**src/rtl/alu_rr_sched.sv**
```systemverilog
`default_nettype none
// ============================================================================
//  Module   : alu_rr_sched
//  Purpose  : Round-robin scheduler that shares one stateless 32-bit ALU
//             among NUM_REQ requesters. Operands are registered toward the
//             ALU and held for an op-dependent number of cycles. The 64-bit
//             result is returned with the owning requester's id.
//  Options  : ALU_RR_SCHED_DZ_EN - divide-by-zero requests bypass the ALU.
//             They answer all ones and flag the answer on rsp_dz.
//  Revision : 1.0 - initial release
// ============================================================================
module alu_rr_sched #(
    parameter int NUM_REQ = 4,
    parameter int ID_W    = 2,
    parameter int MUL_LAT = 2,
    parameter int DIV_LAT = 4
) (
    input  logic                   clk,
    input  logic                   rst_n,
    input  logic [NUM_REQ-1:0]     req_valid,
    output logic [NUM_REQ-1:0]     req_ready,
    input  logic [32*NUM_REQ-1:0]  req_a,
    input  logic [32*NUM_REQ-1:0]  req_b,
    input  logic [3*NUM_REQ-1:0]   req_sel,
    output logic [31:0]            alu_a,
    output logic [31:0]            alu_b,
    output logic [2:0]             alu_sel,
    input  logic [63:0]            alu_out,
    output logic                   rsp_valid,
    input  logic                   rsp_ready,
    output logic [63:0]            rsp_data,
    output logic [ID_W-1:0]        rsp_id,
    output logic                   busy
`ifdef ALU_RR_SCHED_DZ_EN
   ,output logic                   rsp_dz
`endif
);

    // Counter holds lat-1, so it needs enough bits for the largest latency minus one.
    localparam int c_max_lat = (MUL_LAT > DIV_LAT) ? MUL_LAT : DIV_LAT;
    localparam int c_cnt_w   = (c_max_lat > 1) ? $clog2(c_max_lat) : 1;

    localparam logic [2:0] c_sel_mul = 3'b010;
    localparam logic [2:0] c_sel_div = 3'b011;

    localparam logic [1:0] c_st_idle = 2'd0;
    localparam logic [1:0] c_st_exec = 2'd1;
    localparam logic [1:0] c_st_resp = 2'd2;

    logic [1:0]         r_state;
    logic [c_cnt_w-1:0] r_cnt;
    logic [ID_W-1:0]    r_last_grant;
    logic [31:0]        r_alu_a;
    logic [31:0]        r_alu_b;
    logic [2:0]         r_alu_sel;
    logic [63:0]        r_rsp_data;
    logic [ID_W-1:0]    r_rsp_id;

    logic               w_any;
    logic [ID_W-1:0]    w_gid;
    logic [31:0]        w_ga;
    logic [31:0]        w_gb;
    logic [2:0]         w_gsel;
    logic [c_cnt_w-1:0] w_lat_m1;

    // Requester index visited at step k of the search that starts after the last grant.
    function automatic int rr_idx(input logic [ID_W-1:0] last, input int k);
        return (int'(last) + k) % NUM_REQ;
    endfunction

    // Round-robin pick: first valid requester after the last grant, wrapping around.
    always_comb begin
        w_any  = 1'b0;
        w_gid  = '0;
        w_ga   = '0;
        w_gb   = '0;
        w_gsel = '0;
        for (int k = 1; k <= NUM_REQ; k++) begin
            if (!w_any && req_valid[rr_idx(r_last_grant, k)]) begin
                w_any  = 1'b1;
                w_gid  = ID_W'(rr_idx(r_last_grant, k));
                w_ga   = req_a[32*rr_idx(r_last_grant, k) +: 32];
                w_gb   = req_b[32*rr_idx(r_last_grant, k) +: 32];
                w_gsel = req_sel[3*rr_idx(r_last_grant, k) +: 3];
            end
        end
    end

    // Hold count for the winning opcode, stored as latency minus one.
    always_comb begin
        w_lat_m1 = '0;
        if (w_gsel == c_sel_mul) begin
            w_lat_m1 = c_cnt_w'(MUL_LAT - 1);
        end else if (w_gsel == c_sel_div) begin
            w_lat_m1 = c_cnt_w'(DIV_LAT - 1);
        end
    end

`ifdef ALU_RR_SCHED_DZ_EN
    logic w_dz;
    logic r_rsp_dz;

    // A divide with a zero divisor is answered without using the ALU.
    always_comb begin
        w_dz = (w_gsel == c_sel_div) && (w_gb == 32'd0);
    end

    assign rsp_dz = r_rsp_dz;
`endif

    // Grant is only offered from IDLE and never while reset is applied.
    always_comb begin
        req_ready = '0;
        if (rst_n && (r_state == c_st_idle) && w_any) begin
            req_ready = NUM_REQ'(1) << w_gid;
        end
    end

    // Transaction FSM: accept in IDLE, wait out the ALU latency in EXEC, hand off in RESP.
    always_ff @(posedge clk or negedge rst_n) begin
        if (!rst_n) begin
            r_state      <= c_st_idle;
            r_cnt        <= '0;
            r_last_grant <= ID_W'(NUM_REQ - 1);
            r_alu_a      <= '0;
            r_alu_b      <= '0;
            r_alu_sel    <= '0;
            r_rsp_data   <= '0;
            r_rsp_id     <= '0;
`ifdef ALU_RR_SCHED_DZ_EN
            r_rsp_dz     <= 1'b0;
`endif
        end else begin
            case (r_state)
                c_st_idle: begin
                    if (w_any) begin
                        r_alu_a      <= w_ga;
                        r_alu_b      <= w_gb;
                        r_alu_sel    <= w_gsel;
                        r_rsp_id     <= w_gid;
                        r_last_grant <= w_gid;
                        r_cnt        <= w_lat_m1;
`ifdef ALU_RR_SCHED_DZ_EN
                        if (w_dz) begin
                            r_rsp_data <= '1;
                            r_rsp_dz   <= 1'b1;
                            r_state    <= c_st_resp;
                        end else begin
                            r_rsp_dz   <= 1'b0;
                            r_state    <= c_st_exec;
                        end
`else
                        r_state      <= c_st_exec;
`endif
                    end
                end
                c_st_exec: begin
                    if (r_cnt != '0) begin
                        r_cnt <= r_cnt - c_cnt_w'(1);
                    end else begin
                        r_rsp_data <= alu_out;
                        r_state    <= c_st_resp;
                    end
                end
                c_st_resp: begin
                    if (rsp_ready) begin
                        r_state <= c_st_idle;
                    end
                end
                default: r_state <= c_st_idle;
            endcase
        end
    end

    assign alu_a     = r_alu_a;
    assign alu_b     = r_alu_b;
    assign alu_sel   = r_alu_sel;
    assign rsp_data  = r_rsp_data;
    assign rsp_id    = r_rsp_id;
    assign rsp_valid = (r_state == c_st_resp);
    assign busy      = (r_state != c_st_idle);

endmodule
`default_nettype wire

```
**config.mk**
```make
export PLATFORM = sky130hd
export DESIGN_NAME = alu_rr_sched
export DESIGN_NICKNAME = d
export VERILOG_FILES = /design/src/rtl/alu_rr_sched.sv
export SDC_FILE = /design/constraint.sdc
export NUM_CORES = 1
export LEC_CHECK = 0
export ABC_AREA = 1
export ABC_CLOCK_PERIOD_IN_PS = 5500
export CORE_AREA = 2 2 188 190
export DETAILED_ROUTE_END_ITERATION = 8
export DIE_AREA = 0 0 190 192
export GPL_TIMING_DRIVEN = 0
export PLACE_DENSITY = 0.73
export SYNTH_ARGS = -nofsm -noshare
export SYNTH_HDL_FRONTEND = slang
export SYNTH_SLANG_ARGS = --single-unit
```
**constraint.sdc**
```tcl
create_clock -name clk -period 5.5 [get_ports clk]
set_input_delay 1.1 -clock clk [delete_from_list [all_inputs] [get_ports clk]]
set_output_delay 1.1 -clock clk [all_outputs]
set_load 0.05 [all_outputs]
```
==> reports/qor.txt, run 1 <==
Final HPWL DP -> 48500 um
DP Cell Count -> 2929
Finished Cell Area -> 19700 um^2
Port Buffers -> 477
Min-Delay Path Class -> reg -> reg
largest net degree at the start of global routing -> 74
max_cap viols -> 0
Pwr per Cell Area -> 794 nW/um^2
first-pass GRT wire length -> 97000 um
critical path data arrival time -> 4290 ps
nature of the critical path endpoint -> primary output
Flop pwr share -> 12.4%
Peak VDD IR -> 493 uV
worst slack, placed -> -683 ps
DR vias/cell -> 5.79
DR pass1 iterations -> 8
Worst Skew -> 11.3 ps
NetSw -> 9260 uW
synthesis-to-finish area growth -> 43.5%
Syn Area/Cell -> 6.89 um^2
initial antenna violation count -> 9
Post-CTS Setup Bufs -> 0
Seq/Total Area, Yosys -> 25.3%
slowest stage delay, CP -> 580 ps
Die Ht -> 192 um
antenna viol nets, final -> 0
Global Route Usage Sum -> 34.4%
Sum Neg Setup Slack -> 0 ps
std cell rows -> 68
period utilization -> 98.0%
Sink Count -> 139
Synth Warn # -> 0
Register Area -> 3480 um^2
RePlAce Congestion -> 0.952
Hold Path Stages -> 2
Root Buffer Master -> clkbuf_16
ys async rst share -> 100%
CTS H-tree lvls -> 4
routed len/inst -> 21.9 um
kind of critical path -> reg -> out
Crit Path Max Fanout -> 11
Die Width -> 190 um
vias in the first global route -> 17100
fmax -> 186 MHz
Residual DRC -> 0
share of cells above drive strength 1 -> 11.3%
CTS tree -> done
Comb pwr share -> 79.7%
multi-input logic area -> 8800 um^2
WP depth -> 18
Fill cells -> 3188
crit-path cells -> buf_6 -> inv_4 -> buf_6 -> buf_2 -> buf_2 -> ha_1 -> buf_2 -> inv_4 -> nand2_2 -> nand2_4 -> inv_4 -> nand4_2 -> nand2_2 -> inv_4 -> buf_6 -> nand2_1 -> nor3_2 -> clkbuf_4
Final Setup Violations -> 0
Fin. Hold Viols -> 0
most frequent cells in the layout -> 472 x clkdlybuf4s50_1, 457 x nand2_1, 346 x o21ai_0, 291 x nor2_1, 141 x inv_1
worst skew pair latency -> 450 ps
slowest stage cell, crit path -> dfstp_2
Die Area -> 36500 um^2
Seq cells post-synth -> 139
Placed Instance Area -> 19100 um^2
Reg2Reg Depth -> 14
total power -> 15700 uW
number of synthesized flops with an enable pin -> 0
Leak -> 0.00848 uW
Critical Path RT -> 4400 ps
Post-Layout Cell Count -> 2963
# IOs -> 478
RSZ-0062 raised after global routing -> false
Synth Flop Type -> dfrtp_1
Critical Path Start Type -> flop
Total Nets Final -> 2835
Final Max Tran Viols -> 0
Max-Slew Margin vs Limit -> 32.5%
Buf/Inv on CP -> 11
Longest Clk Path Bufs -> 2
Worst Tran Pin Value -> 1010 ps
CP delay by family, top -> buffers and inverters
Period minus WS final -> 5390 ps
Iter 0 DRT Violations -> 1853
status -> finished clean
Most common cell on crit path -> inv_4
Post-Syn Area -> 13800 um^2
final worst setup slack -> 111 ps
Vias -> 17200
Post-CTS Hold Fix Bufs -> 0
TritonCTS buffer count -> 17
Initial Utilization -> 40.1%
syn nets -> 2340
GR Overflow Total -> 0
clock transition at the registers of the reported paths -> 80 ps
Clk network pwr share -> 7.9%
Mapped Cells -> 1996
Synth cell types -> 38
commonest non-fill, non-tap cell in the layout -> clkdlybuf4s50_1
WL final -> 65000 um
Int Power -> 6420 uW
switching share of power -> 59.0%
Core Footprint -> 34300 um^2
## power groups by stage
| stage | logic [uW] | clock network, uW | registers (uW) |
|---|---|---|---|
| 3_3_place_gp | 12100 | 0 | 1930 |
| 5_1_grt | 13200 | 1290 | 1990 |
| 2_1_floorplan | 6630 | 0 | 3620 |
| 3_5_place_dp | 12300 | 0 | 1950 |
| 4_1_cts | 12300 | 1250 | 1930 |
| 6_report | 12500 | 1240 | 1940 |
## state kept, by name, summed over array words and instances (netlist names)
name and count:
rsp_data 64, alu_b 32, alu_a 32, r_state 2
r_last_grant 2, alu_sel 3, rsp_id 2, r_cnt 2
## path summary, 6_finish.rpt
check / startpoint / endpoint / slack (ps)
worst max-delay path: r_last_grant[0] / req_ready[3] / 110
worst min-delay path: rsp_id[1] / rsp_id[1] / 490
worst max register to register: r_last_grant[0] / alu_b[13] / 1630
worst min register to register: rsp_id[1] / rsp_id[1] / 490
max in group asynchronous: rst_n / r_last_grant[0] / 3950
min in group asynchronous: rst_n / alu_b[18] / 640
## routing by layer
| metal | part of all wire [%] | vias to the layer above | GRT usage [%] |
|---|---|---|---|
| li1 | - | 7747 | - |
| met1 | 37 | 8039 | 41.3 |
| met2 | 47 | 1155 | 58.2 |
| met3 | 11 | 218 | 8.13 |
| met4 | 4.5 | 8 | 16.1 |
| met5 | 0.071 | - | 0 |
## worst min-delay path, delay by kind of cell (launching register included)
kind,cells,cell delay (ps)
AND/OR/NAND/NOR,2,110
flip-flops,1,350
## cells by family (layout without fill, tap and decap cells)
family,after synthesis,after routing,synth area share (%)
muxes,181,181,13.8
adders and majority gates,5,5,0.455
other,0,4,0
buffers and inverters,313,821,10.8
DFF,139,139,25.3
AOI/OAI and AO/OA,534,534,26.0
and+or+nand+nor,824,824,23.7
## timing repair
item,in CTS,in global routing
setup endpoints to repair,4,4
pin swaps,0,0
gates resized for setup,13,10
## through the flow
stage                     util [%]  hold WS, ps
final                         57.6          492
after global routing          57.6          518
after CTS                     57.6          494
after detailed placement      55.8          469
after global placement        55.7          468
after floorplan                  -          474
## synthesized netlist by cell type (all sizes together) (5+ instances only)
master | count | area [um^2]
a21oi | 7 | 38.8
a22oi | 66 | 500
a41oi | 64 | 981
buf | 95 | 656
clkbuf | 68 | 256
dfrtp | 137 | 3430
ha | 5 | 62.6
inv | 149 | 569
mux2 | 64 | 721
mux2i | 117 | 1170
nand2 | 463 | 1760
nand3 | 53 | 275
nand4 | 7 | 56.3
nor2 | 298 | 1150
o211ai | 27 | 203
o21ai | 368 | 1840
## final cells by class
type / instances / area share [%]
diodes: 4 / 0.0507
plain buffers: 161 / 4.58
clock buffers: 17 / 2.15
clock inverters: 15 / 0.957
inverters: 150 / 2.90
multi-input cells: 1544 / 44.6
flip-flops and latches: 139 / 17.6
well taps: 455 / 2.88
repair buffers: 478 / 24.3
No activity file was read; power rests on OpenSTA's default activity.
==> inputs of run 2 (changes only) <==
Settings changed: ABC_CLOCK_PERIOD_IN_PS 5500 to 6500, PLACE_DENSITY 0.73 to 0.68.
Clock period 5.5 ns to 6.5 ns, I/O delays scaled along.
==> run 2 against run 1 <==
Effect of this change: sequential share of layout area about the same; register-to-register slack better by 990 ps; hold slack better by 5.3 ps; setup slack better by 7.4 ps; wire length up 0.40%; sequential power down 15%; critical path depth unchanged; critical endpoint is now req_ready[1]; largest cell class unchanged.
==> reports/qor.txt, run 2 (synthesis results as in run 1) <==
post-cts resize count -> 0
RSZ-0062 raised after global routing -> false
Critical Path Start Type -> flop
Finished Cell Area -> 19700 um^2
commonest non-fill, non-tap cell in the layout -> clkdlybuf4s50_1
routed len/inst -> 22.0 um
vias in the first global route -> 16900
Vias -> 17300
DR vias/cell -> 5.83
Peak VDD IR -> 460 uV
reg2reg setup slack -> 2620 ps
Reg2Reg Depth -> 14
max_cap viols -> 0
slowest stage cell, crit path -> clkdlybuf4s50_1
Port Buffers -> 477
Leak -> 0.00848 uW
R2R Path End -> alu_b[4]
Longest Clk Path Bufs -> 2
Core Footprint -> 34300 um^2
Die Ht -> 192 um
Hold Path Stages -> 1
Final Setup Violations -> 0
kind of critical path -> reg -> out
period utilization -> 98.2%
RePlAce Congestion -> 0.966
Placed Instance Area -> 19100 um^2
Worst Tran Pin Value -> 905 ps
total power -> 13300 uW
clock transition at the registers of the reported paths -> 80 ps
Worst Skew -> 14.3 ps
Initial Utilization -> 40.1%
Global Route Usage Sum -> 34.7%
fmax -> 157 MHz
Root Buffer Master -> clkbuf_16
Die Width -> 190 um
crit-path cells -> buf_6 -> inv_4 -> buf_6 -> buf_2 -> buf_2 -> ha_1 -> buf_2 -> inv_4 -> nand2_2 -> nand2_4 -> inv_4 -> nand4_2 -> nand2_2 -> inv_4 -> buf_6 -> nand2_1 -> nor3_1 -> clkdlybuf4s50_1
std cell rows -> 68
worst skew pair latency -> 440 ps
# IOs -> 478
nature of the critical path endpoint -> primary output
Max-Slew Margin vs Limit -> 39.6%
Fin. Hold Viols -> 0
Final Max Tran Viols -> 0
Post-CTS Hold Fix Bufs -> 0
largest net degree at the start of global routing -> 75
worst hold endpoint -> r_state[1]
max reg flops -> 64
TritonCTS buffer count -> 17
Iter 0 DRT Violations -> 1734
Post-Layout Cell Count -> 2962
Most common cell on crit path -> inv_4
DR pass1 iterations -> 6
initial antenna violation count -> 5
Total Nets Final -> 2835
WL final -> 65300 um
Residual DRC -> 0
Sink Count -> 139
synthesis-to-finish area growth -> 43.6%
GR Overflow Total -> 0
critical path data arrival time -> 5080 ps
CTS H-tree lvls -> 4
Hold Path Origin -> r_state[0]
share of cells above drive strength 1 -> 11.0%
CTS tree -> done
Die Area -> 36500 um^2
Min-Delay Path Class -> reg -> reg
Post-CTS Setup Bufs -> 0
Fill cells -> 3173
Period minus WS final -> 6380 ps
Min Hold Slack -> 497 ps
antenna viol nets, final -> 0
most frequent cells in the layout -> 476 x clkdlybuf4s50_1, 457 x nand2_1, 346 x o21ai_0, 291 x nor2_1, 141 x inv_1
Final HPWL DP -> 48900 um
DP Cell Count -> 2929
first-pass GRT wire length -> 97800 um
Sum Neg Setup Slack -> 0 ps
beginning of the worst register-to-register path -> r_last_grant[0]
Pwr per Cell Area -> 672 nW/um^2
Critical Path RT -> 5200 ps
Crit Path Max Fanout -> 11
slowest stage delay, CP -> 890 ps
status -> finished clean
launch point of the worst path -> r_last_grant[0]
run 2: layout make-up:
type	instances	area, um^2	share of cell area (%)
flip-flops and latches	139	3480	17.6
inverters	150	573	2.90
clock buffers	17	425	2.15
multi-input cells	1544	8790	44.5
well taps	455	569	2.88
plain buffers	161	905	4.58
clock inverters	15	196	0.995
diodes	3	7.51	0.0380
repair buffers	478	4800	24.3
run 2: power breakdown:
part           leakage, uW  switching, uW  internal, uW
clock network     0.000301            525           527
logic              0.00658           7030          3560
registers          0.00160            286          1360
run 2: through the flow:
| step | utilization (%) | setup WS, ps |
|---|---|---|
| finish | 57.6 | 119 |
| global route | 57.6 | 32.1 |
| CTS | 57.6 | 83.4 |
| detailed placement | 55.8 | 45.4 |
| global placement | 55.7 | -3490 |
| floorplan | - | 1670 |
run 2: how the worst max path moves through the flow:
stage | slack [ps] | depth (start not counted) | end
3_3_place_gp | -3490 | 4 | req_ready[3]
4_1_cts | 80 | 16 | req_ready[1]
2_1_floorplan | 1670 | 16 | req_ready[1]
3_5_place_dp | 50 | 17 | req_ready[1]
6_report | 120 | 18 | req_ready[1]
5_1_grt | 30 | 18 | req_ready[3]
run 2: layer usage:
metal / up-vias / share of wire [%] / global-route usage [%]
met5: - / 0.058 / 0
met4: 6 / 4.4 / 15.7
met3: 212 / 11 / 8.70
met2: 1212 / 47 / 58.7
met1: 8100 / 37 / 41.5
li1: 7730 / - / -
run 2: worst max-delay path: cells and delay by family, from the launching register on:
kind	cells	cell delay, ps
fa+ha+maj	1	280
buf+inv	11	2830
flops	1	390
simple gates	6	1110
